===== src/rtl/adder_result_collector.sv =====
// adder_result_collector
// Captures the half-adder stage result, checks its sign-extension format,
// counts carries and dropped words, and buffers accepted words in a small
// first-word-fall-through FIFO for valid/ready readout.
// Optional feature: define RESULT_ACC_EN to build the running-sum accumulator;
// without it acc is tied to zero and no accumulator register exists.
module adder_result_collector #(
  parameter int N     = 8,
  parameter int DEPTH = 4,
  parameter int CNT_W = 16,
  parameter int ACC_W = 24
) (
  input  logic                     clk,
  input  logic                     rst,
  input  logic                     in_valid,
  input  logic [N-1:0]             in_data,
  output logic                     in_ready,
  output logic                     out_valid,
  output logic [N-1:0]             out_data,
  input  logic                     out_ready,
  input  logic                     clr,
  output logic [CNT_W-1:0]         carry_cnt,
  output logic [CNT_W-1:0]         drop_cnt,
  output logic                     fmt_err,
  output logic [$clog2(DEPTH):0]   level,
  output logic [ACC_W-1:0]         acc
);

  localparam int PTR_W = $clog2(DEPTH);
  localparam int LVL_W = PTR_W + 1;
  localparam int HALF  = N / 2;
  localparam logic [LVL_W-1:0] FULL_LVL = LVL_W'(DEPTH);

  logic [N-1:0]       mem_q [DEPTH];
  logic [PTR_W-1:0]   rd_ptr_q, rd_ptr_d;
  logic [PTR_W-1:0]   wr_ptr_q, wr_ptr_d;
  logic [LVL_W-1:0]   level_q, level_d;
  logic [CNT_W-1:0]   carry_cnt_q, carry_cnt_d;
  logic [CNT_W-1:0]   drop_cnt_q, drop_cnt_d;
  logic               fmt_err_q, fmt_err_d;

  logic               push;
  logic               pop;
  logic               drop;
  logic [N-HALF-1:0]  upper;
  logic               fmt_bad;

  // Handshake qualifiers; ready comes only from the registered level so a
  // pop in the same cycle never opens the input when full.
  always_comb begin
    in_ready  = (level_q != FULL_LVL);
    out_valid = (level_q != '0);
    push      = in_valid && in_ready;
    pop       = out_valid && out_ready;
    drop      = in_valid && !in_ready;
    upper     = in_data[N-1:HALF];
    fmt_bad   = (upper != '0) && (upper != '1);
  end

  // FIFO pointer and occupancy next-state; push and pop together keep level.
  always_comb begin
    rd_ptr_d = rd_ptr_q;
    wr_ptr_d = wr_ptr_q;
    level_d  = level_q;
    if (pop) begin
      rd_ptr_d = rd_ptr_q + PTR_W'(1);
    end
    if (push) begin
      wr_ptr_d = wr_ptr_q + PTR_W'(1);
    end
    case ({push, pop})
      2'b10:   level_d = level_q + LVL_W'(1);
      2'b01:   level_d = level_q - LVL_W'(1);
      default: level_d = level_q;
    endcase
  end

  // Status next-state; clr overrides any event arriving in the same cycle and
  // both counters stick at their maximum instead of wrapping.
  always_comb begin
    carry_cnt_d = carry_cnt_q;
    drop_cnt_d  = drop_cnt_q;
    fmt_err_d   = fmt_err_q;
    if (clr) begin
      carry_cnt_d = '0;
      drop_cnt_d  = '0;
      fmt_err_d   = 1'b0;
    end else begin
      if (push && in_data[HALF] && (carry_cnt_q != '1)) begin
        carry_cnt_d = carry_cnt_q + CNT_W'(1);
      end
      if (drop && (drop_cnt_q != '1)) begin
        drop_cnt_d = drop_cnt_q + CNT_W'(1);
      end
      if (push && fmt_bad) begin
        fmt_err_d = 1'b1;
      end
    end
  end

  // Pointer, level and status registers; reset discards any in-flight words.
  always_ff @(posedge clk) begin
    if (rst) begin
      rd_ptr_q    <= '0;
      wr_ptr_q    <= '0;
      level_q     <= '0;
      carry_cnt_q <= '0;
      drop_cnt_q  <= '0;
      fmt_err_q   <= 1'b0;
    end else begin
      rd_ptr_q    <= rd_ptr_d;
      wr_ptr_q    <= wr_ptr_d;
      level_q     <= level_d;
      carry_cnt_q <= carry_cnt_d;
      drop_cnt_q  <= drop_cnt_d;
      fmt_err_q   <= fmt_err_d;
    end
  end

  // Storage array has no reset; a word is written only on an accepted push.
  always_ff @(posedge clk) begin
    if (!rst && push) begin
      mem_q[wr_ptr_q] <= in_data;
    end
  end

`ifdef RESULT_ACC_EN
  logic [ACC_W-1:0] acc_q, acc_d;

  // Accumulator next-state: unsigned (N/2+1)-bit sum of each accepted word, wrapping.
  always_comb begin
    acc_d = acc_q;
    if (clr) begin
      acc_d = '0;
    end else if (push) begin
      acc_d = acc_q + ACC_W'(in_data[HALF:0]);
    end
  end

  // Accumulator register.
  always_ff @(posedge clk) begin
    if (rst) begin
      acc_q <= '0;
    end else begin
      acc_q <= acc_d;
    end
  end

  assign acc = acc_q;
`else
  assign acc = '0;
`endif

  assign out_data  = mem_q[rd_ptr_q];
  assign carry_cnt = carry_cnt_q;
  assign drop_cnt  = drop_cnt_q;
  assign fmt_err   = fmt_err_q;
  assign level     = level_q;

endmodule


===== config.mk =====
export PLATFORM = sky130hd
export DESIGN_NAME = adder_result_collector
export DESIGN_NICKNAME = d
export VERILOG_FILES = /design/src/rtl/adder_result_collector.sv
export SDC_FILE = /design/constraint.sdc
export NUM_CORES = 1
export LEC_CHECK = 0
export CAP_MARGIN = 20
export CORE_UTILIZATION = 40
export DETAILED_ROUTE_END_ITERATION = 12
export PLACE_DENSITY = 0.77
export RECOVER_POWER = 50
export SKIP_LAST_GASP = 1
export SLEW_MARGIN = 0
export SYNTH_ARGS = -nofsm -noshare
export SYNTH_HDL_FRONTEND = slang
export SYNTH_SLANG_ARGS = --single-unit

===== constraint.sdc =====
create_clock -name clk -period 2.67 [get_ports clk]
set_clock_uncertainty 0.2 [all_clocks]
set_input_delay 0.267 -clock clk [delete_from_list [all_inputs] [get_ports clk]]
set_output_delay 0.267 -clock clk [all_outputs]
set_load 0.01 [all_outputs]

After elaboration in Yosys (flattened, before gate mapping)
Memories as Yosys holds them, arrays and structs flattened. A register that Yosys moved wholly into a read port is not among the register bits.
Index checks and enable logic that the tools add are counted.
- word-level logic and storage cells: 39
- bits in writable memories: 32
- register bits: 40
- memories: 1
- bits of input ports: 13
- output and inout bits: 70
- equal/unequal tests: 6
- add/sub/neg operators: 6
- reductions and logical operators: 15
- mux-type cells: 5
- memories (memory ; words ; bits a word ; rd ports ; clocked after Yosys merged registers in ; write ports ; line ; text):
    mem_q ; 4 ; 8 ; 1 ; 1 ; 1 ; 34 ; logic [N-1:0] mem_q [DEPTH];
- operators by type and width (kind ; number):
    $add 16x1->16 const B ; 2
    $ne 16x16->1 const B ; 2
    $logic_and 1x1->1 ; 9
    $pmux 3 s2 ; 1
    $add 2x1->2 const B ; 2
    $mux 2 ; 2
    $ne 4x4->1 const B ; 1
    $reduce_bool 4->1 ; 1
    $add 3x1->3 const B ; 1
    $ne 3x3->1 const B ; 1
    $reduce_bool 3->1 ; 1
    $sub 3x1->3 const B ; 1
    $eq 2x1->1 const B ; 1
    $eq 2x2->1 const B ; 1
    $logic_not 1->1 ; 2
    $mux 1 ; 2
    $reduce_bool 2->1 ; 1
    $reduce_or 2->1 ; 1

Depth between registers and ports, before layout
Gate-level depths: netlist of the first run.
- depth after elaboration: 5
- mapped depth: 9
- depth with buffers taken out: 8

Worst setup path before layout of the first run
No wires, ideal clock.
- path type: reg2reg
- from: register level_q[2] (netlist: level[2])
- to: register level_q[2] (netlist: level[2])
- required time: 2400 ps
- cell stages (with the launch flop): 10
- setup slack: 49 ps
- arrival: 2351 ps
- buffers on the path: 1
- library setup time: 70 ps
- cell sequence: dfxtp_1 -> or3b_2 -> buf_6 -> nand2_1 -> ha_1 -> inv_1 -> fa_1 -> xor2_1 -> or3_1 -> a21oi_1
- longest elaborated chain between the ends: 4
- elaborated cells between the ends (all ways): 10
- classes of those cells: add/sub: 2; eq/ne: 3; mux: 1; reduce/logical: 4
- ends and longest elaborated chain (item ; line ; text):
    start, declared ; 37 ; logic [LVL_W-1:0] level_q, level_d;
    start signal, assigned ; 113 ; level_q <= level_d;
    $ne 3x3->1 (*) ; 51 ; in_ready = (level_q != FULL_LVL);
    via in_ready ; 17 ; output logic in_ready,
    $logic_and 1x1->1 (*) ; 53 ; push = in_valid && in_ready;
    $eq 2x1->1 / $eq 2x2->1 (equally long branches) ; 71 ; case ({push, pop})
    $pmux 3 s2 / $reduce_bool 2->1 (equally long branches) ; - ;
Mark *: on every way through the listed nets, which the timed path passes. The rest lies on a longest branch.
A chain may end at the register's enable or synchronous reset.

==> results.md, run 1 <==
• 507 — post-route insts no fill
• 491 — number of instances in the placed design
• 9 — TritonCTS Buffers
• 5.42 — Vias/cell
• 158 ps — Worst Setup Slack post-DPL
• 2200 ps — critical path required time
• 0 — total of hold buffers inserted after clock tree synthesis
• 4 — length of the first detailed-routing pass in iterations
• 93.7% — Final Cycle Share
• completed — run status
• 0.00157 mm^2 — total area of multi-input combinational cells
• 7610 um — drt total wl
• 651 ps — actual slew at the worst max-slew pin
• buf_4, mux4_2, clkdlybuf4s50_1 — sequence of cells on the critical path
• 5400 um — HPWL after DPL
• buffers and inverters — family with the most delay on the worst path
• 96.3 um — width of the die
• 415 — post-layout net count
• 169 ps — Worst Slack Setup Final
• 293 uV — peak supply drop
• 0.00927 mm^2 — Die Footprint
• 0% — ys async rst share
• 0 — reported max-cap violation count
• 663 mW/mm^2 — P per Cell Area
• 802 — fill cell count
• 50.7% — proportion of synthesized chip area in sequential cells
• 262 ps — Min Hold Slack
• reg2out — class of the most critical setup path
• flop — type of origin of the critical path
• 2635 — vias in the first global route
• 0 — number of antenna violations at the first check in global routing
• 56.2% — Slew HR
• 0.00440 mm^2 — finished layout cell area
• 326 — synthesized instance count
• 8.77% — fraction of final layout cells sized beyond drive strength 1
• sky130_fd_sc_hd__mux4_2 — cell at the slowest stage of the critical path
• 0 — DRC violations left
• 96.3 um — height of the die
• 0 — post-cts resize count
• 0.00420 mm^2 — instance area at placement
• 0 ps — setup TNS after final layout
• 12300 um — first-pass GRT wire length
• 0.00355 mm^2 — cell area after synthesis
• fmt_err — min-delay src
• 15.0 um — post-DR wirelength/cell
• 2500 ps — final period demand of the worst path
• 5 — critical-path maximum fanout
• 83 — number of primary I/O pins
• 2750 — total via count after detailed routing
• 510 ps — Crit path largest cell delay
• 400 MHz — Fmax
• 0 — number of buffers inserted by post-CTS setup repair
• 0 — total count of max-transition violations in the final report
• 58 — number of buffers added on ports
• 74 — clock tree sinks
• level[1] — R2R Path Start
• 2 — Clock Tree Buf Depth
• 41.0% — starting density of the core
• 0 — count of final setup violators
• 74 — number of flip-flops and latches in the synthesized netlist
• 2030 ps — data arrival time of the critical path
• no — setup repair after global routing missed its margin
• 0 — GRT overflow
• 0 — final hold viol count
• sky130_fd_sc_hd__dfxtp_1 — predominant post-synthesis flop cell
• 2 — count of buffering cells on the critical path with inverters included
• output pin — CP endpoint kind
• 34 — count of standard-cell rows
• 21 — pin count of the biggest net entering global routing
• 1.55 nW — Static Leakage
• 0.795 — GPL Wtd Cong
• 48 — number of unique standard cell types used by synthesis
• done — clock tree from TritonCTS
• 17.6% — Global Route Usage Sum
• 32 — number of synthesized flops with an enable pin
• reg2reg — class of the worst hold path
• 3 — H-tree depth
• 23.8% — area growth from synthesis to layout
• 340 ps — clock latency at the later pin of the worst-skew pair
• 94 — starting DRC count in detailed routing
• 0.00180 mm^2 — Sequential cell area
• 80 ps — register clock-pin slew on the reported worst setup and hold paths
• 0 — antenna-violating nets left
• 0 — number of diodes added for antenna fixing
• sky130_fd_sc_hd__clkbuf_8 — CTS root buf
• 10.9 um^2 — Post-Synthesis Mean Instance Area
• 0.00868 mm^2 — core box area
• 0 — Yosys warning total
through the flow:
stage	util (%)	total power, mW
global route	50.7	3.07
floorplan	-	1.74
finish	50.7	2.92
CTS	50.9	2.97
detailed placement	48.4	2.02
global placement	48.4	2.00
cell type report:
cell class	instances	share of cell area (%)
repair buffers	68	14.6
multi-input cells	233	35.7
well taps	108	3.07
flip-flops and latches	74	40.9
clock buffers	10	2.90
inverters	8	0.682
clock inverters	6	2.02
worst register-to-register path: stages, from the launching register on:
cell                      delay (ps)
sky130_fd_sc_hd__dfxtp_1         380
sky130_fd_sc_hd__or3b_2          470
sky130_fd_sc_hd__nand2_1         100
sky130_fd_sc_hd__ha_1            200
sky130_fd_sc_hd__inv_1            60
sky130_fd_sc_hd__fa_1            380
sky130_fd_sc_hd__xor2_1          160
sky130_fd_sc_hd__or3_1           320
sky130_fd_sc_hd__a21oi_1         140
cells in the final DEF, fill, tap and decap left out, types with 9 or more instances in the layout:
master	count
sky130_fd_sc_hd__dfxtp_1	42
sky130_fd_sc_hd__dlygate4sd3_1	39
sky130_fd_sc_hd__edfxtp_1	32
sky130_fd_sc_hd__nand2_1	27
sky130_fd_sc_hd__conb_1	24
sky130_fd_sc_hd__a21oi_1	22
sky130_fd_sc_hd__clkdlybuf4s50_1	19
sky130_fd_sc_hd__nand4_1	16
sky130_fd_sc_hd__nor2_1	15
sky130_fd_sc_hd__or3_1	15
sky130_fd_sc_hd__nand3_1	12
sky130_fd_sc_hd__o31ai_1	11
sky130_fd_sc_hd__or4_1	10
sky130_fd_sc_hd__clkbuf_8	9
synth_stat cells (8+ instances only):
master | instances | area share [%]
sky130_fd_sc_hd__nand4_1 | 15 | 2.6
sky130_fd_sc_hd__a21oi_1 | 22 | 3.1
sky130_fd_sc_hd__mux2i_1 | 8 | 2.3
sky130_fd_sc_hd__or4_1 | 10 | 2.1
sky130_fd_sc_hd__o21ai_0 | 8 | 1.1
sky130_fd_sc_hd__nand3_1 | 12 | 1.7
sky130_fd_sc_hd__or3_1 | 15 | 2.6
sky130_fd_sc_hd__inv_1 | 8 | 0.84
sky130_fd_sc_hd__nand2_1 | 27 | 2.9
sky130_fd_sc_hd__edfxtp_1 | 32 | 27
sky130_fd_sc_hd__dfxtp_1 | 42 | 24
sky130_fd_sc_hd__o31ai_1 | 11 | 2.3
sky130_fd_sc_hd__mux4_2 | 8 | 5.1
sky130_fd_sc_hd__buf_4 | 25 | 5.3
sky130_fd_sc_hd__nor2_1 | 15 | 1.6
flip-flops by register name (all words and copies together), names as in the netlist, named ones only:
signal and flops:
rd_ptr_q 2, wr_ptr_q 2, carry_cnt 16, drop_cnt 16
mem_q 32, fmt_err 1, level 3
logic make-up (layout without fill, tap and decap cells):
kind of cell               Yosys count  after routing  synth area share, %
DFF                                 74             74                 50.7
and+or+nand+nor                    123            123                 20.0
adders and majority gates            8              8                 3.03
muxes                               16             16                 7.32
other                                1             24                0.105
AOI/OAI and AO/OA                   57             57                 10.3
xor gates and xnor gates             5              5                 1.23
buffers and inverters               42             92                 7.32
per-layer routing:
layer	part of all wire, %	global-route usage (%)
met4	0.13	5.60
met2	51	30.3
met5	0	0
met3	5.0	5.77
met1	43	20.6
power breakdown:
| part | leakage, nW | switching (mW) | internal (mW) | total (mW) |
|---|---|---|---|---|
| registers | 0.630 | 0.0591 | 1.25 | 1.31 |
| logic | 0.822 | 0.308 | 0.346 | 0.653 |
| clock network | 0.103 | 0.423 | 0.528 | 0.951 |
| total | 1.55 | 0.790 | 2.13 | 2.92 |
path summary, 6_finish.rpt:
| path | slack [ps] | end | cells past startpoint |
|---|---|---|---|
| max | 170 | out_data[2] | 3 |
| min | 260 | fmt_err | 1 |
| max reg2reg | 200 | level[2] | 8 |
| min reg2reg | 260 | fmt_err | 1 |
Power figures use the tool's default switching activity.
==> run 2, diff against run 1 <==
Settings changed: CAP_MARGIN 20 to 10.
==> results of run 2 <==
Same layout as run 1: the final DEF is identical, and so are final timing and power.
==> run 3, diff against run 2 <==
Settings changed: CELL_PAD_IN_SITES_DETAIL_PLACEMENT from default to 1, CELL_PAD_IN_SITES_GLOBAL_PLACEMENT from default to 1, DONT_BUFFER_PORTS from default to 1, SKIP_CTS_REPAIR_TIMING from default to 1.
==> run 3 against run 2 <==
Cell count is 9.3% lower; total power is 3.5% lower; the run now ends with negative hold slack left; combinational power is 23% lower; setup slack better by 72 ps; clock power is 3.7% higher; fmax is 3.0% higher; hold slack worse by 280 ps; sequential cell count stayed put; critical path type is now reg2reg; routed wire length is 11% higher; global-route usage is 0.96 points higher.
==> results.md, run 3 (same netlist as run 1, synthesis figures left out) <==
• 412 MHz — Fmax
• 5750 um — HPWL after DPL
• 368 — post-layout net count
• 350 ps — clock latency at the later pin of the worst-skew pair
• 1 — final hold viol count
• 0.00868 mm^2 — core box area
• 47.1% — sequential power share
• 55.9% — Slew HR
• 2430 ps — final period demand of the worst path
• 96.3 um — width of the die
• 2596 — total via count after detailed routing
• done — clock tree from TritonCTS
• 40 — starting DRC count in detailed routing
• 2500 ps — data arrival time of the critical path
• 12800 um — first-pass GRT wire length
• 29.1% — switching power as a share of total power
• negative hold slack — violations in the final reports
• clkbuf_1, o31a_1, ha_1, inv_1, fa_1, xor2_1, or3_1, a21oi_1 — sequence of cells on the critical path
• 32 — flip-flop count of the largest register after layout
• sky130_fd_sc_hd__clkbuf_8 — CTS root buf
• 0 — antenna-violating nets left
• 2577 — vias in the first global route
• 41.0% — starting density of the core
• 2740 ps — critical path required time
• 0.818 mW — Psw
• 716 mW/mm^2 — P per Cell Area
• 8420 um — drt total wl
• 0 — number of antenna violations at the first check in global routing
• 74 — clock tree sinks
• 0 — DRC violations left
• complete, but fails checks — run status
• no — setup repair after global routing missed its margin
• 90 ps — register clock-pin slew on the reported worst setup and hold paths
• 96.3 um — height of the die
• 18.3 um — post-DR wirelength/cell
• 3 — H-tree depth
• 0.747 — GPL Wtd Cong
• 2.00 mW — P_int
• 10.7% — area growth from synthesis to layout
• 2 — count of buffering cells on the critical path with inverters included
• 1.29 nW — Static Leakage
• 2 — Clock Tree Buf Depth
• 370 ps — Crit path largest cell delay
• 0 — reported max-cap violation count
• 34 — count of standard-cell rows
• 83 — number of primary I/O pins
• 2.81 mW — post-route total power
• 4 — length of the first detailed-routing pass in iterations
• 17.9% — fraction of power consumed by combinational cells
• 240 ps — flop-to-flop setup slack
• 0 — GRT overflow
• 42 x sky130_fd_sc_hd__dfxtp_1, 32 x sky130_fd_sc_hd__edfxtp_1, 27 x sky130_fd_sc_hd__nand2_1 — highest-count cells in the layout ignoring fill and taps
• 22 — pin count of the biggest net entering global routing
• 9.66% — fraction of final layout cells sized beyond drive strength 1
• 5.64 — Vias/cell
• in2reg — class of the worst hold path
• 0 — number of diodes added for antenna fixing
• 259 uV — peak supply drop
• 0 — number of buffers added on ports
• sky130_fd_sc_hd__fa_1 — cell at the slowest stage of the critical path
• 91.0% — Final Cycle Share
• sky130_fd_sc_hd__dfxtp_1 — most common library cell in the layout ignoring fill and taps
• mem_q — register with the most flip-flops
• 35.0% — clock share of power
• flop — CP endpoint kind
• 0 — total count of max-transition violations in the final report
• 9 — TritonCTS Buffers
• -15.2 ps — Min Hold Slack
• 6 — critical-path maximum fanout
• 0 — count of final setup violators
• flop — type of origin of the critical path
• adder cells — family with the most delay on the worst path
• reg2reg — class of the most critical setup path
• 0 ps — setup TNS after final layout
• 0.00927 mm^2 — Die Footprint
• 655 ps — actual slew at the worst max-slew pin
• 18.6% — Global Route Usage Sum
[run 3: metrics by stage]
step / setup slack (ps) / utilization, % / instances / hold WS, ps / instance area (um^2)
after floorplan: 48.9 / - / 349 / 166 / 3640
after global placement: 365 / 41.7 / 433 / 141 / 3620
after detailed placement: 267 / 41.7 / 433 / 144 / 3620
after CTS: 245 / 44.3 / 449 / -231 / 3850
after global routing: 80.4 / 45.3 / 460 / 4.14 / 3930
final: 241 / 45.3 / 460 / -15.2 / 3930
[run 3: per-layer routing]
layer  GRT usage, %  part of all wire, %  vias up  wire [um]
met5              0                    0        -          0
li1               -                    -     1240          -
met4           7.46                  1.4        0        121
met2           31.9                   50       59       4210
met1           21.5                   43     1287       3610
met3           5.53                  5.7       10        481
[run 3: worst reg2reg max path, delay by kind of cell (launching register included)]
family | cells | cell delay, ps
adders and majority gates | 2 | 590
AOI/OAI and AO/OA | 2 | 410
buffers and inverters | 2 | 360
DFF | 1 | 330
and+or+nand+nor | 1 | 320
xor gates and xnor gates | 1 | 160
[run 3: cell type report]
class / count / area [um^2]
inverters: 8 / 30.0
fillers: 966 / 4740
well taps: 108 / 135
flip-flops and latches: 74 / 1800
clock inverters: 7 / 101
repair buffers: 21 / 163
multi-input cells: 233 / 1580
clock buffers: 9 / 124
[run 3: power by group through the flow]
stage          sequential (mW)  combinational [mW]  clock, mW
4_1_cts                   1.33               0.503       1.02
2_1_floorplan             1.33               0.415          0
5_1_grt                   1.34               0.571       1.06
6_report                  1.32               0.504      0.986
3_5_place_dp              1.35               0.494          0
3_3_place_gp              1.35               0.470          0
[run 3: final timing paths]
path / start / end / depth (start not counted)
min: in_data[7] / fmt_err / 3
max: level[0] / level[2] / 8
min reg2reg: drop_cnt[15] / drop_cnt[15] / 2
max reg2reg: level[0] / level[2] / 8
